File: config.mk
export PLATFORM = sky130hd
export DESIGN_NAME = digit_scan_ctrl
export DESIGN_NICKNAME = d
export VERILOG_FILES = /design/src/rtl/scan_pkg.sv /design/src/rtl/scan_prescaler.sv /design/src/rtl/digit_scan_ctrl.sv
export SDC_FILE = /design/constraint.sdc
export NUM_CORES = 1
export LEC_CHECK = 0
export CAP_MARGIN = 15
export CORE_ASPECT_RATIO = 1.25
export CORE_MARGIN = 2
export CORE_UTILIZATION = 54
export CTS_CLUSTER_DIAMETER = 100
export CTS_CLUSTER_SIZE = 25
export DETAILED_ROUTE_END_ITERATION = 6
export GPL_TIMING_DRIVEN = 0
export PLACE_DENSITY_LB_ADDON = 0.3
export SLEW_MARGIN = 20
export SYNTH_ARGS = -nofsm -noshare
export SYNTH_HDL_FRONTEND = slang
export SYNTH_SLANG_ARGS = --single-unit
File: constraint.sdc
create_clock -name clk -period 2.2 [get_ports clk]
set_input_delay 0.66 -clock clk [delete_from_list [all_inputs] [get_ports clk]]
set_output_delay 0.66 -clock clk [all_outputs]
set_load 0.01 [all_outputs]
File: src/rtl/scan_pkg.sv
// Shared widths and helpers for the 4-digit scan controller.
// Imported by scan_prescaler and digit_scan_ctrl.
package scan_pkg;

    localparam int NUM_DIGITS = 4;
    localparam int SEL_W      = 2;
    localparam int NIB_W      = 4;
    localparam int VALUE_W    = NUM_DIGITS * NIB_W;

    localparam logic [SEL_W-1:0] LAST_SEL = SEL_W'(NUM_DIGITS - 1);

    // Pick nibble idx out of a packed display word.
    function automatic logic [NIB_W-1:0] get_nibble(
        input logic [VALUE_W-1:0] word,
        input logic [SEL_W-1:0]   idx
    );
        return word[NIB_W*idx +: NIB_W];
    endfunction

endpackage

File: src/rtl/scan_prescaler.sv
// Per-slot prescaler: counts 0..DIV-1 while enabled, freezes otherwise.
// tick marks the last cycle of a slot while scanning is enabled.
module scan_prescaler #(
    parameter int DIV   = 50000,
    parameter int CNT_W = $clog2(DIV)
) (
    input  logic             clk,
    input  logic             rst,
    input  logic             en,
    output logic [CNT_W-1:0] cnt,
    output logic             tick
);

    localparam logic [CNT_W-1:0] LAST = CNT_W'(DIV - 1);

    logic [CNT_W-1:0] cnt_q;
    logic [CNT_W-1:0] cnt_d;
    logic             last;

    assign last = (cnt_q == LAST);
    assign tick = last && en;
    assign cnt  = cnt_q;

    // Next count: wrap at end of slot, hold while disabled.
    always_comb begin
        cnt_d = cnt_q;
        if (en) begin
            cnt_d = last ? '0 : cnt_q + 1'b1;
        end
    end

    // Count register with synchronous reset.
    always_ff @(posedge clk) begin
        if (rst) cnt_q <= '0;
        else     cnt_q <= cnt_d;
    end

endmodule

File: src/rtl/digit_scan_ctrl.sv
// Time-multiplexed 4-digit scan controller with frame-synchronous buffers.
// Optional LEADING_ZERO_BLANK_EN blanks leading zero digits (1..3).
module digit_scan_ctrl
    import scan_pkg::*;
#(
    parameter int DIV   = 50000,
    parameter int BLANK = 2
) (
    input  logic               clk,
    input  logic               rst,
    input  logic               en,
    input  logic               load,
    input  logic [VALUE_W-1:0] value,
    output logic [SEL_W-1:0]   sel,
    output logic [NIB_W-1:0]   nibble,
    output logic               blank,
    output logic               frame_done
);

    localparam int CNT_W = $clog2(DIV);
    localparam logic [CNT_W-1:0] BLANK_C = CNT_W'(BLANK);

    logic [CNT_W-1:0]   cnt;
    logic               tick;
    logic               boundary;
    logic               lzb;

    logic [SEL_W-1:0]   sel_q,     sel_d;
    logic [VALUE_W-1:0] pending_q, pending_d;
    logic [VALUE_W-1:0] active_q,  active_d;
    logic               fdone_q,   fdone_d;

    scan_prescaler #(
        .DIV   (DIV),
        .CNT_W (CNT_W)
    ) u_presc (
        .clk  (clk),
        .rst  (rst),
        .en   (en),
        .cnt  (cnt),
        .tick (tick)
    );

    assign boundary = tick && (sel_q == LAST_SEL);

    // Digit advance, buffer transfer (with load bypass) and frame pulse.
    always_comb begin
        sel_d     = sel_q;
        pending_d = pending_q;
        active_d  = active_q;
        fdone_d   = 1'b0;
        if (load) begin
            pending_d = value;
        end
        if (tick) begin
            sel_d = sel_q + 1'b1;
        end
        if (boundary) begin
            active_d = load ? value : pending_q;
            fdone_d  = 1'b1;
        end
    end

    // State registers with synchronous reset.
    always_ff @(posedge clk) begin
        if (rst) begin
            sel_q     <= '0;
            pending_q <= '0;
            active_q  <= '0;
            fdone_q   <= 1'b0;
        end else begin
            sel_q     <= sel_d;
            pending_q <= pending_d;
            active_q  <= active_d;
            fdone_q   <= fdone_d;
        end
    end

`ifdef LEADING_ZERO_BLANK_EN
    logic [VALUE_W-1:0] upper;

    // Blank digit sel when it and every higher digit are zero.
    always_comb begin
        upper = active_q >> (NIB_W * sel_q);
        lzb   = (sel_q != '0) && (upper == '0);
    end
`else
    assign lzb = 1'b0;
`endif

    assign sel        = sel_q;
    assign nibble     = get_nibble(active_q, sel_q);
    assign blank      = !en || (cnt < BLANK_C) || lzb;
    assign frame_done = fdone_q;

endmodule
# Word-level counts from Yosys, hierarchy flattened
# Cells that the tools add are included.
# W data, S select, Z words.
word_totals:
  elab_cells: 18
  inputBits: 20
  ff_bits: 51
  out_inout_bits: 8
op_classes:
  n_eq_ne: 2
  magnitude_cmp: 1
  n_mux: 3
  n_reduce_logical: 4
  add_sub_neg: 2
  n_shift: 1
ops:
  columns: ["op", "count"]
  rows:
  - ["$mux W16", 2]
  - ["$add A16 B1 Y16 const B", 1]
  - ["$eq A16 B16 Y1 const B", 1]
  - ["$lt A16 B2 Y1 const B", 1]
  - ["$shiftx A16 B5 Y4", 1]
  - ["$add A2 B1 Y2 const B", 1]
  - ["$eq A2 B2 Y1 const B", 1]
  - ["$logic_and A1 B1 Y1", 2]
  - ["$logic_not A1 Y1", 1]
  - ["$logic_or A1 B1 Y1", 1]
  - ["$mux W1", 1]

# Longest topological paths before layout
logic_depth:
  ltp_word: 4
  mapped_depth: 6
  mapped_depth_nobuf: 5

# Hierarchy
# Synthesis repeated with hierarchy kept, for this count alone.
unflattened:
  cells_unflattened: 213
  hier_area_um2: 2219.6
modules_own_cells:
  columns: ["mod", "area_each_um2", "n_inst", "cells_each"]
  rows:
  - ["digit_scan_ctrl", 1461.4, 1, 129]
  - ["scan_prescaler", 758.2, 1, 84]

# Least setup slack after synthesis
# OpenSTA, ideal clock, no wires.
synth_timing:
  path_kind: "in2reg"
  start: "input en"
  end: "register active_q[10]"
  setup_ps: 121
  cell_stages: 6
  setup_slack_ps: 247
  t_arrival_ps: 1833
  required_time_ps: 2079
  path_buffers: 3
  cell_sequence: "buf_2 -> and4_2 -> and4_1 -> buf_4 -> buf_6 -> mux2_2"
synth_via:
  elab_chain_cells: 2
synth_lines:
  columns: ["item", "line", "source"]
  rows:
  - ["start, declared", "digit_scan_ctrl.sv:11", "input logic en,"]
  - ["$logic_and A1 B1 Y1", "scan_prescaler.sv:21", "assign tick = last && en;"]
  - ["$logic_and A1 B1 Y1", "digit_scan_ctrl.sv:44", "assign boundary = tick && (sel_q == LAST_SEL);"]
  - ["end signal, assigned", "digit_scan_ctrl.sv:74", "active_q <= active_d;"]
  - ["end, declared", "digit_scan_ctrl.sv:30", "logic [VALUE_W-1:0] active_q, active_d;"]
# No other way between the ends.
# A chain may end at the register's enable or synchronous reset.

# Worst setup path in the final report
layout_timing:
  start: "register sel_q[0], in the netlist sel[0]"
  end: "output nibble[3]"
layout_via:
  elab_chain_cells: 1
layout_lines:
  columns: ["item", "line", "source"]
  rows:
  - ["start, declared", "digit_scan_ctrl.sv:28", "logic [SEL_W-1:0] sel_q, sel_d;"]
  - ["start signal, assigned", "digit_scan_ctrl.sv:72", "sel_q <= sel_d;"]
  - ["$shiftx A16 B5 Y4", "scan_pkg.sv:17", "return word[NIB_W*idx +: NIB_W];"]
  - ["end, declared", "digit_scan_ctrl.sv:15", "output logic [NIB_W-1:0] nibble,"]
# No other way between the ends.

==> metrics.cfg <==
[placement]
numPortBuffers=24
post_dp_cell_area_mm2=0.00250
hpwlAfterDp_um=2950
gp_congestion=0.779
place_inst=291

[final_layout]
final_core_util_pct=68.2
area_growth_pct=19.5
fin_cells=303
final_nets=270
final_common_cell=dfxtp_1
layout-drive-gt1-share_pct=21.7
layout_common_cells=47 x dfxtp_1, 33 x nor2_1, 19 x clkdlybuf4s50_1, 17 x mux2i_1
postLayoutCellArea_mm2=0.00263
n_antenna_cell=0

[setup_path]
worst_setup_path_start_kind=flop
crit_required_ns=1.54
crit_path_start=sel[0]
r2r_cells=8
path_class=flop to output port
regToRegSetupSlack_ns=0.21
worstPathArrival_ns=1.43
cp-end-kind=output port
crit-reg2reg-launch=u_presc.cnt[12]
reg2reg_to=active_q[6]
path_max_fanout=6

[die]
io_pins=28
die_area_mm2=0.00460
core-area_mm2=0.00385
die_x_um=61.0
placementRows=25
die_h_um=75.3
start_util_pct=57.1

[sta]
setup_viol=0
rsz0062_at_grt=no
hold_ws_ns=0.512
tightestPinTransition_ns=0.464
finalHoldViolations=0
fmax_mhz=478
drv_slew=0
clock_skew_ns=0.00598
relSlewSlack_pct=69.0
finalCriticalPeriod_ns=2.09
fin_crit_sh_pct=95.1

[hold_path]
hold_path_end=pending_q[0]
min_path_type=flop to flop
min_from=pending_q[0]
min_path_cells=2

[clock_network]
cts_tree=built
cts_buffer_depth=2
cts_made_buffers=5
clkSlewWorstSetupHoldPaths_ns=0.08
clk_latency_ns=0.30
cts_htree_levels=2
clock_sinks=51
postCtsHoldBufs=0
ctsRootBufferMaster=clkbuf_8

[yosys]
syn_nets=235
synth.top_cell.area_share_pct=46.5
yosysTopAreaCell=dfxtp_1
synth_seq_cells=51
synthCells=213
synth_cell_type_count=33
syn_area_mm2=0.00220
synth_area_per_cell_um2=10.3
ys_seq_area_share_pct=46.5
synthTopCellsByArea=dfxtp_1 46%, mux2_2 8.2%, mux2i_1 7.7%
yosysWarnings=0

[global_route]
antenna_found_initial=0
grt_pass1_vias=1610
grt_max_degree=15
grt-ovfl-total=0
grt_pass1_wl_um=6710
track_usage_pct=19.9

[power_and_ir_drop]
p_leak_nw=1.02
powerDensity_mw_per_mm2=593
vdd_drop_max_v=0.000355

[route]
postRouteWirelength_um=4130
wl_per_cell_um=13.6
ant_nets=0
avgViaCountPerCell=5.24
drc=0
drt_iter0_drc=40
drt-pass1-iter-count=4
vias=1587

[outcome]
outcome=finished clean

[run]
maxCapViolations=0

==> layer usage <==
layer / share of wire, % / track usage (%)
met5: 0 / 0
met4: 2.4 / 9.42
met3: 3.1 / 4.24
met2: 54 / 38.8
met1: 40 / 19.2
==> kinds of logic (layout without fill, tap and decap cells) <==
group	count (synthesis)	after routing	synth area share (%)
buf+inv	16	52	3.48
compound gates	9	9	2.62
fa+ha+maj	2	2	1.14
simple gates	85	85	21.0
mux	37	37	20.1
xor+xnor	13	13	5.19
flops	51	51	46.5
==> timing repair <==
action / CTS / global route
gates resized for setup: 23 / 8
gates cloned: 0 / 0
buffers inserted: 3 / 1
hold endpoints to repair: 0 / 0
setup endpoints to repair: 5 / 3
pin swaps: 2 / 3
==> per-stage QoR <==
step                      setup TNS, ns  power, mW  setup slack, ns
after floorplan                       0       1.03            0.247
after global placement           -0.982       1.08           -0.248
after detailed placement          -1.04       1.08           -0.263
after CTS                             0       1.57          0.00306
after global routing                  0       1.61           0.0639
final                                 0       1.56            0.107
==> state kept, by name, summed over array words and instances, names as in the netlist <==
register and cells:
u_presc.cnt 16, frame_done 1, sel 2, pending_q 16
active_q 16
==> power breakdown <==
part | switching (mW) | internal [mW]
combinational | 0.0489 | 0.0549
clock | 0.278 | 0.223
sequential | 0.00873 | 0.942
==> Yosys cell counts <==
| cell type | number |
|---|---|
| or2_1 | 1 |
| buf_4 | 1 |
| inv_1 | 5 |
| mux2_2 | 16 |
| buf_1 | 2 |
| nand4_4 | 1 |
| nor2_1 | 33 |
| o21ai_0 | 3 |
| and2_1 | 1 |
| a21oi_2 | 1 |
| ha_1 | 2 |
| and4_1 | 2 |
| nand3_1 | 5 |
| mux2i_1 | 17 |
| xnor2_1 | 11 |
| nand2_1 | 5 |
| nor2b_1 | 16 |
| or4_4 | 1 |
| nand4_1 | 5 |
| dfxtp_1 | 51 |
| mux4_2 | 4 |
| o21bai_2 | 1 |
| clkbuf_1 | 3 |
| buf_2 | 4 |
| nor4_2 | 1 |
| xor2_1 | 2 |
| or3_1 | 2 |
| nor4_1 | 8 |
| nor3_1 | 3 |
| o31ai_1 | 1 |
| and4_2 | 1 |
| buf_6 | 1 |
| a21oi_1 | 3 |
==> critical path: stages, from the launching register on <==
cell,delay (ns)
dfxtp_2,0.35
buf_8,0.13
mux4_2,0.50
buf_2,0.16
==> final cells by class <==
cell class | count | area, µm²
Inverter | 5 | 18.8
Clock inverter | 1 | 5.00
Buffer | 11 | 68.8
Multi-Input combinational cell | 146 | 1110
Sequential cell | 51 | 1030
Clock buffer | 7 | 76.3
Fill cell | 310 | 1220
Tap cell | 54 | 67.6
Timing Repair Buffer | 28 | 245
==> how the worst max path moves through the flow <==
stage                         to  slack [ns]  depth (start not counted)
finish                 nibble[3]        0.11                          3
global route              sel[1]        0.06                          1
detailed placement     nibble[3]       -0.26                          3
global placement       nibble[2]       -0.25                          3
floorplan           active_q[10]        0.25                          6
CTS                    nibble[1]       0.003                          3
(Power assumes the default switching activity.)
